## src/rtl/spi_master_mmio_pkg.sv

```systemverilog
// Shared types and constants for the MMIO SPI master: engine states, TX FIFO
// entry layout and the register select values on the address bit.
package spi_pkg;

    typedef enum logic [2:0] {
        IDLE  = 3'd0,
        SETUP = 3'd1,
        HIGH  = 3'd2,
        LOW   = 3'd3,
        DONE  = 3'd4
    } spi_state_t;

    typedef struct packed {
        logic       ign;
        logic [7:0] data;
    } spi_tx_entry_t;

    localparam logic SPI_DATA_ADDR = 1'b0;
    localparam logic SPI_STAT_ADDR = 1'b1;

endpackage

```

## src/rtl/spi_master_mmio_if.sv

```systemverilog
// MMIO-side bus of the SPI master: load/store strobes from the memory
// controller plus the data/status values it captures.
interface spi_master_mmio_if;
    // spi_wr and spi_rd are single-cycle strobes with no back-pressure: a store
    // that finds the TX FIFO full is dropped, a load of an empty RX FIFO is a no-op.
    logic       spi_wr;
    logic       spi_rd;
    logic       spi_addr;
    logic [7:0] spi_din;
    logic       spi_ignore_response;
    logic [7:0] spi_dout;
    logic       spi_buffer_full;
    logic       spi_buffer_empty;
    logic       spi_data_avail;

    modport master (
        output spi_wr, spi_rd, spi_addr, spi_din, spi_ignore_response,
        input  spi_dout, spi_buffer_full, spi_buffer_empty, spi_data_avail
    );

    modport slave (
        input  spi_wr, spi_rd, spi_addr, spi_din, spi_ignore_response,
        output spi_dout, spi_buffer_full, spi_buffer_empty, spi_data_avail
    );
endinterface

```

## src/rtl/spi_master_mmio_sync_fifo.sv

```systemverilog
// Show-ahead synchronous FIFO with count-based flags; a push and a pop in the
// same cycle both take effect. Pushes while full and pops while empty are ignored.
module sync_fifo #(
    parameter int WIDTH = 8,
    parameter int DEPTH = 8
) (
    input  logic                   clk,
    input  logic                   rst,
    input  logic                   push,
    input  logic [WIDTH-1:0]       wr_data,
    input  logic                   pop,
    output logic [WIDTH-1:0]       rd_data,
    output logic                   full,
    output logic                   empty,
    output logic [$clog2(DEPTH):0] count
);
    localparam int AW = $clog2(DEPTH);
    localparam int CW = AW + 1;

    logic [WIDTH-1:0] mem_q [DEPTH];
    logic [AW-1:0]    wr_ptr_q, wr_ptr_d;
    logic [AW-1:0]    rd_ptr_q, rd_ptr_d;
    logic [CW-1:0]    count_q, count_d;
    logic             do_push, do_pop;

    assign do_push = push && !full;
    assign do_pop  = pop && !empty;

    always_comb begin
        wr_ptr_d = wr_ptr_q + AW'(do_push);
        rd_ptr_d = rd_ptr_q + AW'(do_pop);
        count_d  = count_q + CW'(do_push) - CW'(do_pop);
    end

    always_ff @(posedge clk or posedge rst) begin
        if (rst) begin
            wr_ptr_q <= '0;
            rd_ptr_q <= '0;
            count_q  <= '0;
        end else begin
            wr_ptr_q <= wr_ptr_d;
            rd_ptr_q <= rd_ptr_d;
            count_q  <= count_d;
        end
    end

    always_ff @(posedge clk) begin
        if (do_push) mem_q[wr_ptr_q] <= wr_data;
    end

    assign rd_data = mem_q[rd_ptr_q];
    assign full    = (count_q == CW'(DEPTH));
    assign empty   = (count_q == '0);
    assign count   = count_q;
endmodule

```

## src/rtl/spi_master_mmio.sv

```systemverilog
// MMIO SPI master (mode 0, MSB first): stores fill a TX FIFO, the shift engine
// clocks bytes out on SCLK/MOSI and lands captured MISO bytes in an RX FIFO.
module spi_master_mmio
    import spi_pkg::*;
#(
    parameter int CLK_DIV    = 4,
    parameter int FIFO_DEPTH = 8
) (
    input  logic               clk,
    input  logic               rst,
    spi_master_mmio_if.slave   bus,
    output logic               sclk,
    output logic               mosi,
    input  logic               miso,
    output logic               cs_n,
    output spi_state_t         dbg_state
);
    localparam int DW = $clog2(CLK_DIV + 1);
    localparam int CW = $clog2(FIFO_DEPTH) + 1;
    localparam logic [DW-1:0] DIV_LAST = DW'(CLK_DIV - 1);

    spi_state_t    state_q, state_d;
    logic [DW-1:0] div_q, div_d;
    logic [2:0]    bit_q, bit_d;
    spi_tx_entry_t tx_q, tx_d;
    logic [7:0]    rx_q, rx_d;
    logic          sclk_q, sclk_d, cs_n_q, cs_n_d, mosi_q, mosi_d;

    spi_tx_entry_t tx_head;
    logic          tx_push, tx_pop, tx_full, tx_empty;
    logic [CW-1:0] tx_count;
    logic [7:0]    rx_head;
    logic          rx_push, rx_pop, rx_full, rx_empty;
    logic [CW-1:0] rx_count;
    logic          div_last, tx_avail, can_start, can_next;

    assign tx_push = bus.spi_wr && (bus.spi_addr == SPI_DATA_ADDR);
    assign rx_pop  = bus.spi_rd && (bus.spi_addr == SPI_DATA_ADDR);

    sync_fifo #(.WIDTH(9), .DEPTH(FIFO_DEPTH)) u_tx_fifo (
        .clk(clk), .rst(rst), .push(tx_push),
        .wr_data({bus.spi_ignore_response, bus.spi_din}),
        .pop(tx_pop), .rd_data(tx_head), .full(tx_full), .empty(tx_empty),
        .count(tx_count)
    );

    sync_fifo #(.WIDTH(8), .DEPTH(FIFO_DEPTH)) u_rx_fifo (
        .clk(clk), .rst(rst), .push(rx_push), .wr_data(rx_q),
        .pop(rx_pop), .rd_data(rx_head), .full(rx_full), .empty(rx_empty),
        .count(rx_count)
    );

    assign div_last  = (div_q == DIV_LAST);
    assign tx_avail  = (tx_count != '0);
    assign can_start = tx_avail && (tx_head.ign || !rx_full);
    // In DONE our own push has not landed yet, so reserve its slot before chaining.
    assign can_next  = tx_avail && (tx_head.ign ||
                       ((rx_count + CW'(!tx_q.ign)) < CW'(FIFO_DEPTH)));

    always_comb begin
        state_d = state_q;
        div_d   = div_q;
        bit_d   = bit_q;
        tx_d    = tx_q;
        rx_d    = rx_q;
        sclk_d  = sclk_q;
        cs_n_d  = cs_n_q;
        mosi_d  = mosi_q;
        tx_pop  = 1'b0;
        rx_push = 1'b0;
        case (state_q)
            IDLE: begin
                if (can_start) begin
                    tx_pop  = 1'b1;
                    tx_d    = tx_head;
                    cs_n_d  = 1'b0;
                    mosi_d  = tx_head.data[7];
                    div_d   = '0;
                    bit_d   = '0;
                    state_d = SETUP;
                end
            end
            SETUP, HIGH, LOW: begin
                if (!div_last) begin
                    div_d = div_q + 1'b1;
                end else begin
                    div_d = '0;
                    if (state_q == HIGH) begin
                        sclk_d  = 1'b0;
                        state_d = LOW;
                        if (bit_q != 3'd7) mosi_d = tx_q.data[3'd6 - bit_q];
                    end else if (state_q == LOW && bit_q == 3'd7) begin
                        state_d = DONE;
                    end else begin
                        if (state_q == LOW) bit_d = bit_q + 1'b1;
                        sclk_d  = 1'b1;
                        rx_d    = {rx_q[6:0], miso};
                        state_d = HIGH;
                    end
                end
            end
            DONE: begin
                rx_push = !tx_q.ign;
                if (can_next) begin
                    tx_pop  = 1'b1;
                    tx_d    = tx_head;
                    mosi_d  = tx_head.data[7];
                    div_d   = '0;
                    bit_d   = '0;
                    state_d = SETUP;
                end else begin
                    cs_n_d  = 1'b1;
                    state_d = IDLE;
                end
            end
            default: begin
                cs_n_d  = 1'b1;
                sclk_d  = 1'b0;
                state_d = IDLE;
            end
        endcase
    end

    always_ff @(posedge clk or posedge rst) begin
        if (rst) begin
            state_q <= IDLE;
            div_q   <= '0;
            bit_q   <= '0;
            tx_q    <= '0;
            rx_q    <= '0;
            sclk_q  <= 1'b0;
            cs_n_q  <= 1'b1;
            mosi_q  <= 1'b0;
        end else begin
            state_q <= state_d;
            div_q   <= div_d;
            bit_q   <= bit_d;
            tx_q    <= tx_d;
            rx_q    <= rx_d;
            sclk_q  <= sclk_d;
            cs_n_q  <= cs_n_d;
            mosi_q  <= mosi_d;
        end
    end

    assign sclk      = sclk_q;
    assign cs_n      = cs_n_q;
    assign mosi      = mosi_q;
    assign dbg_state = state_q;

    assign bus.spi_dout         = rx_empty ? 8'h00 : rx_head;
    assign bus.spi_buffer_full  = tx_full;
    assign bus.spi_buffer_empty = tx_empty && (state_q == IDLE);
    assign bus.spi_data_avail   = !rx_empty;
endmodule

```

## src/flat_wrapper.sv

```systemverilog
// flat-port wrapper written by rule: the top's interface ports become plain ports
module spi_master_mmio_flat import spi_pkg::*;
#(
    parameter int CLK_DIV    = 4,
    parameter int FIFO_DEPTH = 8
)
  (clk, rst, sclk, mosi, miso, cs_n, dbg_state, bus_spi_wr, bus_spi_rd, bus_spi_addr, bus_spi_din, bus_spi_ignore_response, bus_spi_dout, bus_spi_buffer_full, bus_spi_buffer_empty, bus_spi_data_avail);
  spi_master_mmio_if bus_i ();
  input  logic clk;
  input  logic rst;
  output logic sclk;
  output logic mosi;
  input  logic miso;
  output logic cs_n;
  output spi_state_t dbg_state;
  input wire logic [$bits(bus_i.spi_wr)-1:0] bus_spi_wr;
  input wire logic [$bits(bus_i.spi_rd)-1:0] bus_spi_rd;
  input wire logic [$bits(bus_i.spi_addr)-1:0] bus_spi_addr;
  input wire logic [$bits(bus_i.spi_din)-1:0] bus_spi_din;
  input wire logic [$bits(bus_i.spi_ignore_response)-1:0] bus_spi_ignore_response;
  output wire logic [$bits(bus_i.spi_dout)-1:0] bus_spi_dout;
  output wire logic [$bits(bus_i.spi_buffer_full)-1:0] bus_spi_buffer_full;
  output wire logic [$bits(bus_i.spi_buffer_empty)-1:0] bus_spi_buffer_empty;
  output wire logic [$bits(bus_i.spi_data_avail)-1:0] bus_spi_data_avail;
  assign bus_i.spi_wr = bus_spi_wr;
  assign bus_i.spi_rd = bus_spi_rd;
  assign bus_i.spi_addr = bus_spi_addr;
  assign bus_i.spi_din = bus_spi_din;
  assign bus_i.spi_ignore_response = bus_spi_ignore_response;
  assign bus_spi_dout = bus_i.spi_dout;
  assign bus_spi_buffer_full = bus_i.spi_buffer_full;
  assign bus_spi_buffer_empty = bus_i.spi_buffer_empty;
  assign bus_spi_data_avail = bus_i.spi_data_avail;
  spi_master_mmio #(.CLK_DIV(CLK_DIV), .FIFO_DEPTH(FIFO_DEPTH)) u_core (.clk(clk), .rst(rst), .bus(bus_i), .sclk(sclk), .mosi(mosi), .miso(miso), .cs_n(cs_n), .dbg_state(dbg_state));
endmodule
```

## config.mk

```make
export PLATFORM = sky130hd
export DESIGN_NAME = spi_master_mmio_flat
export DESIGN_NICKNAME = d
export VERILOG_FILES = /design/src/rtl/spi_master_mmio_pkg.sv /design/src/rtl/spi_master_mmio_if.sv /design/src/rtl/spi_master_mmio_sync_fifo.sv /design/src/rtl/spi_master_mmio.sv /design/src/flat_wrapper.sv
export SDC_FILE = /design/constraint.sdc
export NUM_CORES = 1
export LEC_CHECK = 0
export CORE_MARGIN = 4
export CORE_UTILIZATION = 55
export CTS_BUF_LIST = sky130_fd_sc_hd__clkbuf_4
export DETAILED_ROUTE_END_ITERATION = 10
export PLACE_DENSITY = 0.76
export RECOVER_POWER = 25
export SYNTH_ARGS = -nofsm -noshare
export SYNTH_HDL_FRONTEND = slang
export SYNTH_SLANG_ARGS = --single-unit
```

## constraint.sdc

```tcl
create_clock -name clk -period 7.3 [get_ports clk]
set_clock_uncertainty 0.05 [all_clocks]
set_input_delay 1.095 -clock clk [delete_from_list [all_inputs] [get_ports clk]]
set_output_delay 1.095 -clock clk [all_outputs]
set_load 0.1 [all_outputs]
```

# After elaboration in Yosys (flattened, before gate mapping)
# Memory sizes are Yosys's and may differ from the RTL's.
# Index checks and enable logic that the tools add are counted.
dict set report totals {
  regBits 49
  latchBits 0
  ramBits 136
  mem_bits_ro 0
  inputBits 15
  out_inout_bits 17
  word_cells 130
  n_memories 2
}
dict set report classes {
  n_addsub 12
  multipliers 0
  n_div 0
  n_lt_le_gt_ge 2
  eq_ne 19
  n_shift 0
  muxes 42
  n_bitwise 5
  n_reduce_logical 33
}
# memory depth word_bits read_ports rd_ports_with_merged_regs write_ports line
set memory_table {}
lappend memory_table {u_core.u_tx_fifo.mem_q 8 9 1 0 1 spi_master_mmio_sync_fifo.sv:20} ;# logic [WIDTH-1:0] mem_q [DEPTH];
lappend memory_table {u_core.u_rx_fifo.mem_q 8 8 1 0 1 spi_master_mmio_sync_fifo.sv:20}
# operator count
set op_table {}
lappend op_table {{2-to-1 mux 3 bit} 11}
lappend op_table {{case mux 3 bit (3 select lines)} 3}
lappend op_table {{2-to-1 mux 1 bit} 19}
lappend op_table {{2-to-1 mux 9 bit} 2}
lappend op_table {{case mux 9 bit (2 select lines)} 1}
lappend op_table {{adder 3 x 1 -> 3 bit} 4}
lappend op_table {{adder 4 x 1 -> 4 bit} 3}
lappend op_table {{!= test 2 x 1 -> 1 bit, second input constant} 6}
lappend op_table {{AND reduction 3 bit} 4}
lappend op_table {{logical AND 1 bit} 10}
lappend op_table {{== test 3 x 2 -> 1 bit, second input constant} 3}
lappend op_table {{== test 4 bit, second input constant} 2}
lappend op_table {{zero test 4 bit} 2}
lappend op_table {{2-to-1 mux 8 bit} 1}
lappend op_table {{subtractor 4 x 1 -> 4 bit} 2}
lappend op_table {{AND reduction 7 bit} 1}
lappend op_table {{adder 3 x 1 -> 3 bit, second input constant} 2}
lappend op_table {{== test 3 bit, second input constant} 2}
lappend op_table {{!= test 2 bit, second input constant} 3}
lappend op_table {{case mux 1 bit (3 select lines)} 2}
lappend op_table {{AND reduction 6 bit} 1}
lappend op_table {{zero test 1 bit} 5}
lappend op_table {{inverter 1 bit} 5}
lappend op_table {{less-than comparator 3 x 4 -> 1 bit, second input constant} 1}
lappend op_table {{other kinds (16)} 18}

# Longest topological paths before layout
dict set report depth {
  ltp_word 9
  depth_mapped 14
}

# Hierarchy
# Synthesis repeated with hierarchy kept, for this count alone.
dict set report unflattened {
  hier_cells 437
  area_unflattened_um2 7937.6
}
# mod n_inst cells_each area_per_inst_um2
set by_module_without_submodules {}
lappend by_module_without_submodules {{sync_fifo at u_core.u_tx_fifo} 1 156 3342.0}
lappend by_module_without_submodules {{sync_fifo at u_core.u_rx_fifo} 1 145 3032.9}
lappend by_module_without_submodules {spi_master_mmio 1 136 1562.7}

# Worst setup path after synthesis
# No wires, ideal clock.
dict set report synth_path {
  path_kind {register to output}
  from {reg u_core.state_q[2] (netlist: u_core.dbg_state[2])}
  to {out bus_spi_buffer_empty}
  t_arrival_ns 4.117
  required_time_ns 6.155
  path_slack_ns 2.038
  stages_incl_launch_ff 4
  n_path_buf 2
  cell_sequence {dfrtp_1 clkbuf_1 clkbuf_1 nor4_1}
}
dict set report synth_between {
  elab_chain_len 2
}
# element line
set synth_lines {}
lappend synth_lines {{start, declared} spi_master_mmio.sv:22} ;# spi_state_t state_q, state_d;
lappend synth_lines {{start signal, assigned} spi_master_mmio.sv:135} ;# state_q <= state_d;
lappend synth_lines {{zero test 3 bit} spi_master_mmio.sv:153} ;# assign bus.spi_buffer_empty = tx_empty && (state_q == IDLE);
lappend synth_lines {{logical AND 1 bit} spi_master_mmio.sv:153}
lappend synth_lines {{end, declared} flat_wrapper.sv:23} ;# output wire logic [$bits(bus_i.spi_buffer_empty)-1:0] bus_spi_buffer_empty;
# No other way between the ends.

# Worst setup path after layout
dict set report layout_path {
  from {reg u_core.u_rx_fifo.rd_ptr_q[0]}
  to {out bus_spi_dout[7]}
}
dict set report layout_between {
  elab_chain_len 2
}
# element line
set layout_lines {}
lappend layout_lines {{start, declared} spi_master_mmio_sync_fifo.sv:22} ;# logic [AW-1:0] rd_ptr_q, rd_ptr_d;
lappend layout_lines {{start signal, assigned} spi_master_mmio_sync_fifo.sv:42} ;# rd_ptr_q <= rd_ptr_d;
lappend layout_lines {{memory read (8 x 8 bit)} n/a}
lappend layout_lines {{2-to-1 mux 8 bit} spi_master_mmio.sv:151} ;# assign bus.spi_dout = rx_empty ? 8'h00 : rx_head;
lappend layout_lines {{end, declared} flat_wrapper.sv:21} ;# output wire logic [$bits(bus_i.spi_dout)-1:0] bus_spi_dout;
# No other way between the ends.

==> flow_metrics.env <==
export IMPL_status="completed"
export IMPL_post_route_period_util_pct=62.4
export IMPL_ctsHoldBuffers=0
export IMPL_cts_inserted_buffers=17
export IMPL_first_iter_violations=446
export IMPL_post_cts_setup_buffers=0
export IMPL_cp_start_kind="flop"
export IMPL_cap_violations=0
export IMPL_m1WireLength_mm=5.72
export IMPL_io_buffers=31
export IMPL_hold_violations=0
export IMPL_synth_cells=443
export IMPL_drtPass1Iterations=5
export IMPL_drcViolationCount=0
export IMPL_irDropWorstVdd_v=0.000162
export IMPL_fillCellCount=957
export IMPL_clock_sinks=185
export IMPL_place_inst=635
export IMPL_die_height_um=126
export IMPL_netlist_area_leader_share_pct=53.0
export IMPL_tightestPinTransition_ps=1040
export IMPL_cts_root_buffer="clkbuf_4"
export IMPL_clock_path_buffers=2
export IMPL_grt_pass1_wl_mm=22.0
export IMPL_synth_area_per_cell_um2=17.4
export IMPL_finalSetupTns_ps=0
export IMPL_grt_overflow=0
export IMPL_nets=519
export IMPL_area_growth_pct=10.6
export IMPL_post_drt_via_cell_ratio=5.72
export IMPL_drive_above_1_share_pct=19.8
export IMPL_initial_core_util_pct=57.1
export IMPL_grt_setup_unrepaired="no"
export IMPL_yosysUniqueCellTypes=50
export IMPL_grt_usage_pct=18.1
export IMPL_ys_seq_area_share_pct=68.9
export IMPL_fin_crit_ps=4560
export IMPL_fin_cells=668
export IMPL_ys_seq_elements=185
export IMPL_path_class="flop to output port"
export IMPL_yosysTopAreaCell="edfxtp_1"
export IMPL_clk_pin_slew_worst_paths_ps=160
export IMPL_synthFlopType="edfxtp_1"
export IMPL_leakage_nw=3.02
export IMPL_wl_met3_um=675
export IMPL_slew_headroom_pct=30.4
export IMPL_grt_max_degree=50
export IMPL_p_per_area_mw_per_mm2=307
export IMPL_hold_class="flop to flop"
export IMPL_ys_warn_count=0
export IMPL_top_layer_used="met4"
export IMPL_ys_async_sr_fraction_pct=26.5
export IMPL_wl_per_cell_um=19.7
export IMPL_synth_most_common_cell="edfxtp_1"
export IMPL_drv_slew=0
export IMPL_ctsResizeCount=0
export IMPL_wl_met2_mm=6.60
export IMPL_critPathMaxFanout=17
export IMPL_htreeDepth=4
export IMPL_grt_pass1_vias=4116
export IMPL_antenna_found_initial=1
export IMPL_synth_nets=484
export IMPL_endpoint_kind="output port"
export IMPL_insertion_delay_ps=570
export IMPL_vias=3819
export IMPL_synth_common_cells="edfxtp_1, dfrtp_1, mux4_2, nor2_1, ha_1"
export IMPL_rr_worst_depth=12
export IMPL_synth_edf_count=136
export IMPL_num_rows=42
export IMPL_fp_dieW_um=126
export IMPL_core_mm2=0.0135
export IMPL_drt_wl_total_mm=13.1
export IMPL_syn_area_mm2=0.00770
export IMPL_cp_required_ps=6150
export IMPL_dieArea_mm2=0.0160
export IMPL_globalplace_congestion=0.736
export IMPL_cp_arrival_ps=3410
export IMPL_hold_path_depth=1
export IMPL_ys_top_cells_by_area="edfxtp_1, dfrtp_1, mux4_2"
export IMPL_dpl_hpwl_mm=8.57
export IMPL_ant_nets=0
export IMPL_ioPinCount=32
export IMPL_clock_fmax_mhz=219
export IMPL_setup_violations=0
export IMPL_tritoncts="yes"
## final timing paths
check                      slack [ps]                          from                      endpoint
setup / recovery                 2740  u_core.u_rx_fifo.rd_ptr_q[0]               bus_spi_dout[7]
hold / removal                    480               u_core.bit_q[2]               u_core.bit_q[2]
setup reg to reg                 3880  u_core.u_tx_fifo.rd_ptr_q[0]     u_core.u_tx_fifo.count[2]
hold reg to reg                   480               u_core.bit_q[2]               u_core.bit_q[2]
max in group asynchronous        5520                           rst               u_core.div_q[0]
min in group asynchronous        1020                           rst  u_core.u_rx_fifo.rd_ptr_q[2]
## worst max-delay path: stages, from the launching register on
cell and delay (ps):
dfrtp_1 1030, mux4_2 620, mux2i_1 180, nor2_1 60, clkdlybuf4s50_1 960
## per-layer routing
metal / vias up / track usage [%]
met2: 86 / 28.3
met3: 9 / 4.79
met4: 0 / 5.99
li1: 1779 / -
met5: - / 0
met1: 1945 / 25.1
## cell families (layout without fill, tap and decap cells)
kind of cell               count (synthesis)  after routing  share of synthesized area (%)
AOI/OAI and AO/OA                         45             45                           3.99
xor gates and xnor gates                   9              9                           1.02
adders and majority gates                 26             26                           4.42
buffers and inverters                     37             85                           2.09
DFF                                      185            185                           68.9
muxes                                     61             61                           14.0
other                                      0              1                              0
and+or+nand+nor                           80             80                           5.57
## report_power, final
| part | internal, mW | leakage (nW) | switching [mW] |
|---|---|---|---|
| clock | 0.199 | 0.172 | 0.395 |
| sequential | 1.21 | 1.79 | 0.107 |
| combinational | 0.257 | 1.05 | 0.453 |
## layout by cell type (no fill, tap or decap), drive strengths merged, types with 2 or more instances in the layout
| cell | count |
|---|---|
| nand2b | 9 |
| o21ai | 8 |
| a21o | 2 |
| a21oi | 21 |
| mux2 | 9 |
| xnor2 | 3 |
| nor3 | 6 |
| nor4b | 2 |
| a31o | 3 |
| mux2i | 16 |
| dlygate4sd3 | 4 |
| nand3 | 5 |
| clkdlybuf4s50 | 27 |
| buf | 2 |
| nor3b | 4 |
| inv | 28 |
| and2 | 2 |
| dfrtp | 48 |
| fa | 2 |
| xor2 | 6 |
| clkinv | 5 |
| edfxtp | 136 |
| nor2b | 5 |
| or3b | 3 |
| a211oi | 2 |
| nand2 | 12 |
| nand4b | 2 |
| ha | 24 |
| nor2 | 27 |
| mux4 | 36 |
| clkbuf | 17 |
## stage by stage
step | hold WS, ps | utilization, % | power, mW | worst slack [ps] | area [µm²]
floorplan | 427 | - | 1.89 | 2040 | 7700
global placement | 438 | 60.6 | 2.03 | 3340 | 8190
detailed placement | 452 | 60.6 | 2.06 | 3320 | 8190
CTS | 481 | 63.1 | 2.65 | 2630 | 8520
global route | 499 | 63.1 | 2.76 | 2490 | 8520
finish | 480 | 63.1 | 2.62 | 2740 | 8520
## flip-flops by register name (all words and copies together) (netlist names), 4 cells and up
signal	cells
u_core.u_tx_fifo.mem_q	72
u_core.u_tx_fifo.count	4
u_core.u_rx_fifo.count	4
u_core.rx_q	8
u_core.u_rx_fifo.mem_q	64
u_core.tx_q	9
## cell type report
type	instances	area [µm²]	share of cell area, %
Tap cell	176	220	2.58
Antenna cell	1	2.50	0.0294
Inverter	20	80.1	0.940
Multi-Input combinational cell	221	2250	26.4
Sequential cell	185	5310	62.3
Clock inverter	15	200	2.35
Timing Repair Buffer	33	325	3.82
Clock buffer	17	128	1.50
(Power assumes the default switching activity.)
